[config.mk]
export PLATFORM = sky130hd
export DESIGN_NAME = gba_cart_bus_arbiter
export DESIGN_NICKNAME = d
export VERILOG_FILES = /design/src/rtl/gba_cart_bus_arbiter.sv
export SDC_FILE = /design/constraint.sdc
export NUM_CORES = 1
export LEC_CHECK = 0
export BUFFER_PORTS_ARGS = -buffer_cell sky130_fd_sc_hd__buf_4
export CELL_PAD_IN_SITES_DETAIL_PLACEMENT = 1
export CELL_PAD_IN_SITES_GLOBAL_PLACEMENT = 2
export CORE_AREA = 10 10 154 156
export CTS_CLUSTER_DIAMETER = 150
export DETAILED_ROUTE_END_ITERATION = 6
export DIE_AREA = 0 0 164 166
export PLACE_DENSITY = 0.76
export SLEW_MARGIN = 15
export SYNTH_ARGS = -nofsm -noshare
export SYNTH_HDL_FRONTEND = slang
export SYNTH_SLANG_ARGS = --single-unit
[constraint.sdc]
create_clock -name clk_74a -period 3.7 [get_ports clk_74a]
set_input_delay 0.37 -clock clk_74a [delete_from_list [all_inputs] [get_ports clk_74a]]
set_output_delay 0.37 -clock clk_74a [all_outputs]
set_load 0.005 [all_outputs]
[src/rtl/gba_cart_bus_arbiter.sv]
// gba_cart_bus_arbiter
// Round-robin arbiter and cycle-accurate sequencer for the GBA cartridge bus.
// One requestor owns the bus at a time. An access is ACCESS for W cycles, then
// one RECOVER cycle that returns the response. Back-to-back same-port,
// same-direction, incrementing accesses use the shorter sequential wait count.
// Every output is registered except req_ready, which is combinational.

module gba_cart_bus_arbiter #(
  parameter int NUM_PORTS  = 3,
  parameter int ADDR_W     = 24,
  parameter int DATA_W     = 16,
  parameter int WAIT_FIRST = 4,
  parameter int WAIT_SEQ   = 2
) (
  input  logic                        clk_74a,
  input  logic                        reset,
  input  logic [NUM_PORTS-1:0]        req_valid,
  input  logic [NUM_PORTS-1:0]        req_write,
  input  logic [NUM_PORTS*ADDR_W-1:0] req_addr,
  input  logic [NUM_PORTS*DATA_W-1:0] req_wdata,
  output logic [NUM_PORTS-1:0]        req_ready,
  output logic [NUM_PORTS-1:0]        rsp_valid,
  output logic [DATA_W-1:0]           rsp_rdata,
  output logic [ADDR_W-1:0]           cart_addr,
  output logic [DATA_W-1:0]           cart_wdata,
  output logic                        cart_oe,
  input  logic [DATA_W-1:0]           cart_rdata,
  output logic                        cart_rd,
  output logic                        cart_wr,
  output logic                        cart_cs,
  output logic                        busy
);

  localparam int PORT_W = (NUM_PORTS > 1) ? $clog2(NUM_PORTS) : 1;
  localparam int CNT_W  = $clog2(WAIT_FIRST + 1);

  typedef enum logic [1:0] {
    IDLE    = 2'd0,
    ACCESS  = 2'd1,
    RECOVER = 2'd2
  } state_t;

  state_t state;
  state_t state_nxt;

  // Transaction in flight (address and data live directly in cart_addr/cart_wdata)
  logic [CNT_W-1:0]  cnt;
  logic [PORT_W-1:0] cur_port;
  logic              cur_write;

  // Arbitration and sequential-detection history
  logic [PORT_W-1:0] last_grant;
  logic [PORT_W-1:0] last_port;
  logic              last_write;
  logic [ADDR_W-1:0] last_addr;
  logic              after_recover;

  // Combinational arbitration results
  logic              grant_any;
  logic [PORT_W-1:0] grant_idx;
  logic [NUM_PORTS-1:0] grant_onehot;
  logic [ADDR_W-1:0] sel_addr;
  logic [DATA_W-1:0] sel_wdata;
  logic              sel_write;
  logic              seq;
  logic [CNT_W-1:0]  wait_load;

  // Next values of the registered outputs
  logic                 write_nxt;
  logic                 cs_nxt;
  logic                 rd_nxt;
  logic                 wr_nxt;
  logic                 oe_nxt;
  logic                 busy_nxt;
  logic [NUM_PORTS-1:0] rsp_nxt;

  // Search starts one past the last grant so every requestor gets a turn.
  function automatic logic [PORT_W-1:0] rr_pick(input logic [NUM_PORTS-1:0] v,
                                                input logic [PORT_W-1:0]    last);
    logic [PORT_W-1:0] pick;
    logic              found;
    int                idx;
    pick  = '0;
    found = 1'b0;
    for (int k = 1; k <= NUM_PORTS; k++) begin
      idx = (int'(last) + k) % NUM_PORTS;
      if (!found && v[PORT_W'(idx)]) begin
        found = 1'b1;
        pick  = PORT_W'(idx);
      end
    end
    return pick;
  endfunction

  // Round-robin pick and selection of the winning port's request fields
  always_comb begin
    grant_any    = |req_valid;
    grant_idx    = rr_pick(req_valid, last_grant);
    grant_onehot = grant_any ? (NUM_PORTS'(1) << grant_idx) : '0;
    sel_addr     = req_addr[int'(grant_idx)*ADDR_W +: ADDR_W];
    sel_wdata    = req_wdata[int'(grant_idx)*DATA_W +: DATA_W];
    sel_write    = req_write[grant_idx];
  end

  // Sequential access detection and wait-count selection; an all-ones last
  // address means the +1 would wrap, which is treated as non-sequential
  always_comb begin
    seq = after_recover
          && (grant_idx == last_port)
          && (sel_write == last_write)
          && (last_addr != '1)
          && (sel_addr == last_addr + ADDR_W'(1));
    wait_load = seq ? CNT_W'(WAIT_SEQ) : CNT_W'(WAIT_FIRST);
  end

  // Accept pulse only while idle and out of reset
  always_comb begin
    req_ready = (state == IDLE && !reset) ? grant_onehot : '0;
  end

  // State register
  always_ff @(posedge clk_74a or posedge reset) begin
    if (reset) state <= IDLE;
    else       state <= state_nxt;
  end

  // Next-state logic
  always_comb begin
    state_nxt = state;
    case (state)
      IDLE:    if (grant_any) state_nxt = ACCESS;
      ACCESS:  if (cnt == CNT_W'(1)) state_nxt = RECOVER;
      RECOVER: state_nxt = IDLE;
      default: state_nxt = IDLE;
    endcase
  end

  // Output decode for the state being entered, so the registered strobes line
  // up exactly with the state they belong to
  always_comb begin
    write_nxt = (state == IDLE) ? sel_write : cur_write;
    cs_nxt    = 1'b0;
    rd_nxt    = 1'b0;
    wr_nxt    = 1'b0;
    oe_nxt    = 1'b0;
    rsp_nxt   = '0;
    busy_nxt  = (state_nxt != IDLE);
    case (state_nxt)
      ACCESS: begin
        cs_nxt = 1'b1;
        rd_nxt = !write_nxt;
        wr_nxt = write_nxt;
        oe_nxt = write_nxt;
      end
      RECOVER: begin
        cs_nxt  = 1'b1;
        rsp_nxt = NUM_PORTS'(1) << cur_port;
      end
      default: ;
    endcase
  end

  // Registered strobes, completion pulse and busy flag
  always_ff @(posedge clk_74a or posedge reset) begin
    if (reset) begin
      cart_cs   <= 1'b0;
      cart_rd   <= 1'b0;
      cart_wr   <= 1'b0;
      cart_oe   <= 1'b0;
      rsp_valid <= '0;
      busy      <= 1'b0;
    end else begin
      cart_cs   <= cs_nxt;
      cart_rd   <= rd_nxt;
      cart_wr   <= wr_nxt;
      cart_oe   <= oe_nxt;
      rsp_valid <= rsp_nxt;
      busy      <= busy_nxt;
    end
  end

  // Transaction datapath: latch on grant, count down in ACCESS, capture read data
  always_ff @(posedge clk_74a or posedge reset) begin
    if (reset) begin
      cart_addr  <= '0;
      cart_wdata <= '0;
      rsp_rdata  <= '0;
      cnt        <= '0;
      cur_port   <= '0;
      cur_write  <= 1'b0;
      last_grant <= PORT_W'(NUM_PORTS - 1);
    end else begin
      case (state)
        IDLE: begin
          if (grant_any) begin
            cart_addr  <= sel_addr;
            cart_wdata <= sel_wdata;
            cur_write  <= sel_write;
            cur_port   <= grant_idx;
            last_grant <= grant_idx;
            cnt        <= wait_load;
          end
        end
        ACCESS: begin
          cnt <= cnt - CNT_W'(1);
          if (cnt == CNT_W'(1) && !cur_write) rsp_rdata <= cart_rdata;
        end
        default: ;
      endcase
    end
  end

  // Sequential history, updated when a transaction completes
  always_ff @(posedge clk_74a or posedge reset) begin
    if (reset) begin
      last_addr     <= '0;
      last_port     <= '0;
      last_write    <= 1'b0;
      after_recover <= 1'b0;
    end else begin
      after_recover <= (state == RECOVER);
      if (state == RECOVER) begin
        last_addr  <= cart_addr;
        last_port  <= cur_port;
        last_write <= cur_write;
      end
    end
  end

endmodule

# --- Word-level counts from Yosys, hierarchy flattened ---
# Cells that the tools add are included.
totals:
  output_inout_bits: 67
  in_bits: 144
  latch_bits: 0
  wordCells: 94
  regBits: 101
  memories: 0
  romBits: 0
  mem_bits_rw: 0
op_classes:
  n_addsub: 5
  n_lt_le_gt_ge: 4
  n_mul: 1
  muxes: 29
  n_eq_ne: 10
  div: 3
  shift: 4
  reduce_logical: 21
  bitwise_logic: 0
op_table:
  columns: ["operator", "count"]
  rows:
  - ["32-bit by 3-bit remainder unit with 32-bit output (second input constant)", 3]
  - ["72-bit by 8-bit variable part select with 24-bit output", 1]
  - ["48-bit by 7-bit variable part select with 16-bit output", 1]
  - ["24-bit by 1-bit adder with 24-bit output (second input constant)", 1]
  - ["24-bit == test", 1]
  - ["24-bit inequality test (second input constant)", 1]
  - ["3-bit two-way mux", 5]
  - ["1-bit two-way mux", 13]
  - ["2-bit by 4-bit < comparator with 1-bit output (second input constant)", 3]
  - ["2-bit two-way mux", 5]
  - ["1-bit binary-select mux with 2-bit select", 4]
  - ["1-bit logical AND", 8]
  - ["2-bit by 2-bit adder with 3-bit output (second input constant)", 2]
  - ["3-bit one-hot mux with 2 select lines", 1]
  - ["2-bit AND reduction", 3]
  - ["1-bit by 2-bit << shifter with 3-bit output (first input constant)", 2]
  - ["1-bit zero test", 5]
  - ["2-bit by 1-bit == test with 1-bit output (second input constant)", 2]
  - ["2-bit == test (second input constant)", 2]
  - ["2-bit by 2-bit multiplier with 4-bit output (second input constant)", 1]
  - ["2-bit one-hot mux with 2 select lines", 1]
  - ["2-bit nonzero test", 2]
  - ["2-bit by 1-bit adder with 3-bit output (second input constant)", 1]
  - ["3-bit by 1-bit == test with 1-bit output (second input constant)", 1]
  - ["other kinds (8)", 8]

# --- Longest topological paths before layout ---
depth:
  ltp_word: 21
  ltp_mapped: 15
  mapped_depth_nobuf: 12

# --- Worst setup path before layout ---
# No wires, ideal clock.
synth_path:
  path_type: "register to register"
  start: "register cur_port[0] (netlist name)"
  end: "register cnt[2]"
  path_stages_with_launch: 13
  slack_ns: 0.658
  arrival_ns: 2.922
  n_path_buf: 0
  path_cell_list: "dfrtp_1 inv_1 ha_1 nand2b_1 a221o_1 o2111a_2 nor2_2 a22oi_1 a2111oi_2 o2111ai_1 nor4_1 nand4_1 o211a_1"
synth_lines:
  columns: ["item", "line_no", "source"]
  rows:
  - ["to (signal assigned)", "201", "cnt <= wait_load;"]
  - ["to (signal assigned)", "205", "cnt <= cnt - CNT_W'(1);"]
  - ["to (decl)", "47", "logic [CNT_W-1:0] cnt;"]

==> metrics.md <==
| Metric | Value |
|---|---|
| Yosys reg bits | 100 |
| Outcome | completed |
| Post-synth ARST share | 100% |
| Antenna violations before repair | 0 |
| Max-cap viol count | 0 |
| Core Util, Final | approximately 40% |
| Clk_lat worst skew | 360 ps |
| Placer Congestion | ~0.90 |
| CTS tree | yes |
| Layout Skew | between 8 and 9 ps |
| Post-synth EDFFs | 0 |
| CP Max Fanout | 30 |
| Nets | about 1,000 |
| # H-tree levels | 3 |
| GRT Util Overall | about 18% |
| Post-synth top area cell | dfrtp_1 |
| Post-Syn Area per Cell | around 9 um2 |
| Row cnt | between 50 and 60 |
| Post-Syn Nets | 787 |
| Hold_ws | approximately 130 ps |
| CP Data Required Time | 3940 ps |
| I/O pin count | 211 |
| Syn Std Cell Area | around 5900 um2 |
| Fin. Hold Viols | 0 |
| Setup TNS | 0 ps |
| Startpoint class of the critical path | flip-flop |
| Synth Flop Type | dfrtp_1 |
| Synth warnings | 0 |
| Final setup violation count | 0 |
| Vias | about 5,700 |
| Worst min-delay path class | in2async |
| Count leader, synth | nand2_1 |
| First-pass iteration count of the detailed router | 6 |
| Total wire length | approximately 25 mm |
| CP arrival | roughly 3700 ps |
| Die Width | 164 um |
| P_leak | between 3 and 4 nW |
| Distinct cells, synth | 66 |
| Wire length per cell | 21.9 um |
| Initial DRC count | 310 |
| Tightest Pin Transition | 823 ps |
| Post-synth top cells | nand2_1, dfrtp_1, mux2_2 |
| Vias in the first global route | between 6,000 and 7,000 |
| Area grow syn2layout | 39.8% |
| Root Buffer | clkbuf_16 |
| Synth area leaders | dfrtp_1, mux2_2, nand2_1 |
| Register area | about 2500 um2 |
| Sink Count | 100 |
| Post-synth top area share | 42.3% |
| DRC violations left | 0 |
| Clock slew seen by the registers of the worst setup and hold paths | roughly 80 ps |
| Fillers | about 2,400 |
| Max VDD drop | approximately 0.00029 V |
| Antenna diode count | 0 |
| Max frequency | about 290 MHz |
| Multi-input gate area | 3150 um2 |
| RSZ-0062 raised after global routing | no |
| HPWL Detailed | slightly above 20 mm |
| CORE AREA | about 21,000 um2 |
| Critical path capture point type | flip-flop |
| Sequential area share after synthesis | 42.7% |
| Overflow left after global routing | 0 |
| WS Path Type | reg2reg |
| Pin count of the biggest net entering global routing | 50 |
| Clock Tree Buf Depth | 2 |
| PD cells | 794 nW/um2 |
| Tmin final | 3490 ps |
| Fin. max-slew vios | 0 |
| Starting density of the core | ~28% |
| CTS buffer count | 9 |
| Final Cycle Share | roughly 94% |
| Syn Inst Count | roughly 630 |
| IO Port Bufs | 210 |
| Die Y | about 170 um |
| Rel. slew slack | about 45% |
| Vias/cell | a little over 5 |
| ANT nets after route | 0 |
| Full die area | ~27,000 um2 |
| First-pass GRT wire length | between 30 and 40 mm |
| Layout cell share with drive strength beyond 1 | between 30% and 40% |
## timing repair
item | 4_1_cts | 5_1_grt
hold buffers | 0 | 0
endpoints found under the setup margin | 1 | 2
pin swaps | 1 | 3
setup buffers | 5 | 1
resized for setup | 1 | 7
## routing by layer
metal | track usage [%] | wire [um] | share of wire (%) | up-vias
li1 | - | - | - | 2671
met1 | 22.5 | 10500 | 43 | 2826
met2 | 30.6 | 12400 | 50 | 135
met3 | 3.12 | 1200 | 4.9 | 26
met4 | 5.79 | 509 | 2.1 | 0
met5 | 0 | 0 | 0 | -
## final timing paths
kind | start | end | slack (ps) | cells after the start
setup / recovery | cur_port[0] | cnt[2] | 210 | 14
hold / removal | reset | cur_write | 130 | 2
setup reg to reg | cur_port[0] | cnt[2] | 210 | 14
hold reg to reg | cart_wdata[5] | cart_wdata[5] | 490 | 2
max in group asynchronous | reset | last_grant[1] | 2760 | 3
min in group clk_74a | cart_rdata[13] | rsp_rdata[13] | 240 | 2
## state kept, by name, indices dropped and copies added, names as in the netlist
| signal | cells |
|---|---|
| cart_addr | 24 |
| last_addr | 24 |
| cart_wdata | 16 |
| rsp_rdata | 16 |
| cnt | 3 |
| rsp_valid | 3 |
| cur_port | 2 |
| last_port | 2 |
| state | 2 |
| after_recover | 1 |
| busy | 1 |
| cart_cs | 1 |
| cart_rd | 1 |
| cart_wr | 1 |
| cur_write | 1 |
| last_grant | 1 |
| last_write | 1 |
## power by group
part           switching (mW)  total, mW  internal, mW
Clock                   0.474       1.02         0.544
Sequential              0.418       1.97          1.55
Combinational            1.89       3.52          1.64
## per-stage QoR
stage | cells | setup slack [ps] | total power, mW | cell area [um2]
after global routing | 1124 | 3.32 | 7.02 | 8190
after global placement | 1102 | 73.3 | 5.30 | 7790
after detailed placement | 1102 | 2.18 | 5.42 | 7790
after floorplan | 633 | 658 | 3.87 | 5860
final | 1124 | 213 | 6.51 | 8190
after CTS | 1123 | 95.6 | 6.54 | 8160
## critical path: stages (launching register included)
cell	delay [ps]
dfrtp_1	420
inv_1	110
ha_1	320
buf_4	160
nor2b_1	110
a221o_1	160
o2111a_2	270
buf_12	210
mux2_2	360
a22oi_1	280
xnor2_1	220
nand3_1	120
nor4_1	260
nand4_1	190
o211a_1	150
## layout by cell type (no fill, tap or decap), types with 7 or more instances in the layout
cell / netlist / routed
a21oi_1: 46 / 46
a22oi_1: 12 / 12
and3_1: 7 / 7
buf_4: 3 / 232
clkbuf_16: 0 / 9
dfrtp_1: 99 / 99
ha_1: 10 / 10
inv_1: 23 / 22
mux2_2: 52 / 52
mux2i_1: 16 / 16
nand2_1: 129 / 128
nand3_1: 19 / 19
nor2_1: 16 / 15
nor2b_1: 9 / 9
o21ai_0: 44 / 43
xnor2_1: 16 / 16
xor2_1: 10 / 10
## cell families (layout without fill, tap and decap cells)
kind of cell	Yosys count	count (layout)	synth area share, %
flops	100	100	42.7
compound gates	157	157	17.8
buf+inv	58	274	4.33
fa+ha+maj	10	10	2.14
xor+xnor	26	26	3.89
simple gates	213	213	16.2
mux	69	69	12.9
## layout make-up
cell class | instances | share of cell area [%]
multi-input cells | 475 | 38.4
flip-flops and latches | 100 | 30.6
repair buffers | 235 | 21.9
well taps | 275 | 4.20
clock buffers | 9 | 2.75
clock inverters | 7 | 1.10
inverters | 23 | 1.08
(Power assumes the default switching activity.)
